<file path="src/rtl/regset_sweep.sv">
// Two-read/one-write register set with per-entry tag; a hardware sweep zeroes every entry after reset and on clr.
// Optional define REGSET_BYPASS_EN selects write-first read-during-write (default build is read-first).
module regset_sweep #(
   parameter int WIDTH   = 32,
   parameter int ADDR_W  = 6,
   parameter int TAG_W   = 1,
   parameter int ZERO_R0 = 1
) (
   input  logic              clk,
   input  logic              rstn,
   input  logic              clr,
   output logic              busy,
   input  logic              we,
   input  logic [ADDR_W-1:0] wa,
   input  logic [WIDTH-1:0]  wd,
   input  logic [TAG_W-1:0]  wg,
   input  logic [ADDR_W-1:0] ra1,
   input  logic [ADDR_W-1:0] ra2,
   output logic [WIDTH-1:0]  rd1,
   output logic [TAG_W-1:0]  rg1,
   output logic [WIDTH-1:0]  rd2,
   output logic [TAG_W-1:0]  rg2
);

   localparam int DEPTH = 1 << ADDR_W;
   localparam int EW    = WIDTH + TAG_W;

   typedef enum logic {S_SWEEP, S_RUN} state_t;

   state_t            r_state;
   logic [ADDR_W-1:0] r_cnt;
   logic              r_busy;
   logic [WIDTH-1:0]  r_rd1, r_rd2;
   logic [TAG_W-1:0]  r_rg1, r_rg2;
   logic [EW-1:0]     r_mem [DEPTH];

   logic              w_mem_we;
   logic [ADDR_W-1:0] w_mem_addr;
   logic [EW-1:0]     w_mem_data;
   logic [EW-1:0]     w_rd1_nxt, w_rd2_nxt;

   // The sweep owns the single write port; external writes only land in RUN.
   assign w_mem_we   = (r_state == S_SWEEP) || we;
   assign w_mem_addr = (r_state == S_SWEEP) ? r_cnt : wa;
   assign w_mem_data = (r_state == S_SWEEP) ? '0 : {wd, wg};

   always_ff @(posedge clk) begin
      if (w_mem_we) r_mem[w_mem_addr] <= w_mem_data;
   end

   always_comb begin
      w_rd1_nxt = r_mem[ra1];
      w_rd2_nxt = r_mem[ra2];
`ifdef REGSET_BYPASS_EN
      if (we && (wa == ra1)) w_rd1_nxt = {wd, wg};
      if (we && (wa == ra2)) w_rd2_nxt = {wd, wg};
`endif
      // Hard-wired zero register wins over any bypass.
      if ((ZERO_R0 != 0) && (ra1 == '0)) w_rd1_nxt = '0;
      if ((ZERO_R0 != 0) && (ra2 == '0)) w_rd2_nxt = '0;
      if (r_state == S_SWEEP) begin
         w_rd1_nxt = '0;
         w_rd2_nxt = '0;
      end
   end

   always_ff @(posedge clk or negedge rstn) begin
      if (!rstn) begin
         r_state <= S_SWEEP;
         r_cnt   <= '0;
         r_busy  <= 1'b1;
         r_rd1   <= '0;
         r_rg1   <= '0;
         r_rd2   <= '0;
         r_rg2   <= '0;
      end else begin
         {r_rd1, r_rg1} <= w_rd1_nxt;
         {r_rd2, r_rg2} <= w_rd2_nxt;
         case (r_state)
            S_SWEEP: begin
               if (clr) begin
                  r_cnt <= '0;
               end else if (r_cnt == {ADDR_W{1'b1}}) begin
                  r_state <= S_RUN;
                  r_busy  <= 1'b0;
               end else begin
                  r_cnt <= r_cnt + ADDR_W'(1);
               end
            end
            S_RUN: begin
               if (clr) begin
                  r_state <= S_SWEEP;
                  r_cnt   <= '0;
                  r_busy  <= 1'b1;
               end
            end
            default: r_state <= S_SWEEP;
         endcase
      end
   end

   assign busy = r_busy;
   assign rd1  = r_rd1;
   assign rg1  = r_rg1;
   assign rd2  = r_rd2;
   assign rg2  = r_rg2;

endmodule

</file>
<file path="config.mk">
export PLATFORM = sky130hd
export DESIGN_NAME = regset_sweep
export DESIGN_NICKNAME = d
export VERILOG_FILES = /design/src/rtl/regset_sweep.sv
export SDC_FILE = /design/constraint.sdc
export NUM_CORES = 2
export LEC_CHECK = 0
export CAP_MARGIN = 40
export CELL_PAD_IN_SITES_DETAIL_PLACEMENT = 0
export CELL_PAD_IN_SITES_GLOBAL_PLACEMENT = 1
export CORE_MARGIN = 5
export CORE_UTILIZATION = 40
export DETAILED_ROUTE_END_ITERATION = 10
export PLACE_DENSITY_LB_ADDON = 0.1
export SLEW_MARGIN = 20
export SYNTH_ARGS = -nofsm -noshare
export SYNTH_HDL_FRONTEND = slang
export SYNTH_SLANG_ARGS = --single-unit
</file>
<file path="constraint.sdc">
create_clock -name clk -period 4.5 [get_ports clk]
set_clock_uncertainty 0.2 [all_clocks]
set_input_delay 0.45 -clock clk [delete_from_list [all_inputs] [get_ports clk]]
set_output_delay 0.45 -clock clk [all_outputs]
set_load 0.1 [all_outputs]
</file>
==> impl_metrics.json <==
{
  "r2r-end": "r_mem[61][8]",
  "synth_flop_cell": "edfxtp_1",
  "fin_setup_tns_ns": 0,
  "clk_latency_ns": 0.90,
  "use_met2": 0.471,
  "via_per_inst": 6.46,
  "hold_end": "rd2[9]",
  "rsz0062_at_grt": "no",
  "ctsResizeCount": 0,
  "initial_utilization": 0.401,
  "nets": 6285,
  "grt_pass1_vias": 62800,
  "critical_path_required_ns": 4.82,
  "cp_num_buf_inv": 2,
  "synth_seq_area_share": 0.641,
  "grt_use_total": 0.292,
  "grt_pass1_wl_mm": 533,
  "layout_commonest_cell": "edfxtp_1",
  "p_leak_uw": 0.0418,
  "totalWireLength_mm": 394,
  "hpwl_mm": 247,
  "cts.root.buffer_cell": "clkbuf_16",
  "placed_cells": 9346,
  "holdWs_ns": 0.101,
  "num_rows": 185,
  "grt_max_degree": 87,
  "slowest_delay_ns": 0.63,
  "worstSetupPathType": "flop to flop",
  "grtUsageMet1": 0.399,
  "tritoncts": "yes",
  "cts_setup_buffers": 0,
  "dieArea_sq_um": 265000,
  "cts_htree_levels": 4,
  "syn_area_sq_um": 102000,
  "ys_seq_elements": 2186,
  "syn_inst": 5804,
  "pre_cts_ws_ns": 0.624,
  "path_common_cell": "nand2_1",
  "port-buffer-count": 121,
  "maxSlewHeadroom": 0.365,
  "synth.top_cells.by_area": "edfxtp_1 62%, mux4_2 13%, mux2i_1 11%",
  "p_per_area_nw_per_um2": 376,
  "path_cells": "buf_4, nand2_1, o22ai_1, nand2_1, nor2_4, buf_12",
  "vdd.ir_drop.worst_uv": 430,
  "final_layout_size_suffix_gt1_frac": 0.253,
  "cp.arrival_ns": 3.99,
  "antenna_found_initial": 27,
  "reg2reg_depth": 6,
  "r2r_slack_ns": 0.83,
  "worstMarginPinSlew_ns": 0.952,
  "synth_xor_area_frac": 0.000344,
  "first_pass_iters": 6,
  "worstPathMaxFanout": 31,
  "area_growth_pct": 16.7,
  "io_pins": 122,
  "place_congestion": 0.856,
  "busiest_layer": "met2",
  "grt-ovfl-total": 0,
  "synth-simple-area-share": 0.0272,
  "avgSynthCellArea_sq_um": 17.6,
  "drt_iter0_markers": 8113,
  "slowest_stage": "dfrtp_2",
  "antenna_left": 0,
  "die_h_microns": 515,
  "synth-compound-area-share": 0.0616,
  "fp.dieW_microns": 515,
  "whs_path_depth": 4,
  "syn_nets": 5860,
  "postPlaceCellArea_sq_um": 111000,
  "hp-start": "ra2[5]",
  "use_met3": 0.0535,
  "hold_class": "input port to flop",
  "design_area_sq_um": 119000,
  "cts.path.max_buffers": 3,
  "synth_edf_count": 2112,
  "clk_pin_slew_ns": 0.06,
  "timing.final.crit_share": 0.816,
  "finalHoldViolCount": 0,
  "core_sq_um": 254000,
  "cts_buffers": 240,
  "async_flop_share": 0.0339,
  "period_needed_ns": 3.67,
  "fmax_ghz": 0.272,
  "synth_top_family_by_area": "multiplexers",
  "cap_violations": 0,
  "cpLargestDelayFamily": "simple AND/OR/NAND/NOR gates",
  "yosys_warnings": 0,
  "fillers": 21400,
  "setup_viol": 0,
  "drc": 0,
  "cp-start-kind": "flop",
  "clkSinkCount": 2186,
  "synth_cell_types": 71,
  "rr_startpoint": "r_state",
  "layout_common_cells": "2112 x edfxtp_1, 1089 x mux2i_1, 590 x mux4_2",
  "slew_violations": 0,
  "crit_path_end_kind": "flop",
  "holdBufCountCts": 3,
  "wl_per_cell_microns": 40.2,
  "yosysTopAreaCell": "edfxtp_1",
  "fin_cells": 9804,
  "synthAdderAreaFrac": 0.000123,
  "status": "complete, no violations",
  "vias": 63300,
  "synth_top_area_frac": 0.622,
  "synth_mux_area_frac": 0.243,
  "setup_ws_ns": 0.828
}
-- worst register-to-register path: cells and delay by family (launching register included) --
kind                   cells  cell delay (ns)
AO/OA/AOI/OAI              1             0.42
buffers and inverters      2             0.73
flip-flops                 1             0.63
AND/OR/NAND/NOR            3             1.28
-- report_power, final --
| part | total, uW | internal (uW) | switching [uW] |
|---|---|---|---|
| sequential | 22200 | 22100 | 48.6 |
| combinational | 3720 | 1410 | 2310 |
| clock | 18800 | 10700 | 8170 |
-- how the worst max path moves through the flow --
stage                       start            to  slack (ns)  cells after the start
after CTS                 r_state  r_mem[36][3]        0.86                      5
after detailed placement   ra2[0]       rd2[10]        0.62                      9
after global placement     ra2[0]        rd2[1]        0.53                      9
final                     r_state  r_mem[61][8]        0.83                      6
after floorplan           r_state  r_mem[11][0]        1.04                      6
after global routing      r_state  r_mem[61][3]        0.75                      6
-- flip-flops by register name, indices dropped and copies added, names as in the netlist --
register	cells
r_mem	2112
busy	1
r_cnt	6
r_state	1
rg2	1
rd1	32
rg1	1
rd2	32
-- synthesized netlist by cell type (16+ instances only) --
library cell and instances:
a221oi_1 20, edfxtp_1 2112, nor2b_1 53, nand2_1 93, and2_1 37, mux4_2 590, buf_6 66, a22oi_1 297
mux2i_1 1089, nor2_1 128, mux2_2 47, o2111ai_1 19, nor3_1 35, nand3_1 94, buf_1 35, o311ai_0 21
nand2b_1 18, clkbuf_1 177, a31oi_1 29, o211ai_1 19, buf_2 92, a21oi_1 19, o22ai_1 217, buf_4 88
and3_1 56, dfrtp_1 73, a311oi_1 16, a211oi_1 49, o21ai_0 26, o31ai_1 40
-- cell type report --
type	count	area, sq um	share of cell area
diodes	8	20.0	0.000168
clock buffers	338	6580	0.0553
clock inverters	105	848	0.00714
inverters	9	37.5	0.000316
multi-input cells	3143	34500	0.290
flip-flops and latches	2186	65300	0.549
well taps	3366	4210	0.0354
repair buffers	649	7400	0.0623
-- cells by family after synthesis --
logic type / after synthesis
xor+xnor: 4
mux: 1726
flops: 2186
fa+ha+maj: 1
buf+inv: 475
simple gates: 553
compound gates: 859
-- per-layer routing --
layer  vias up  wire length [microns]
li1      25300                      -
met1     34100                 161000
met2      3168                 186000
met3       635                  31900
met4        10                  15600
met5         -                     62
-- per-stage QoR --
stage / util / total power (uW)
after floorplan: - / 24700
after global placement: 0.432 / 26300
after detailed placement: 0.438 / 26300
after CTS: 0.468 / 45000
after global routing: 0.468 / 46000
final: 0.468 / 44700
No activity file was read; power rests on OpenSTA's default activity.
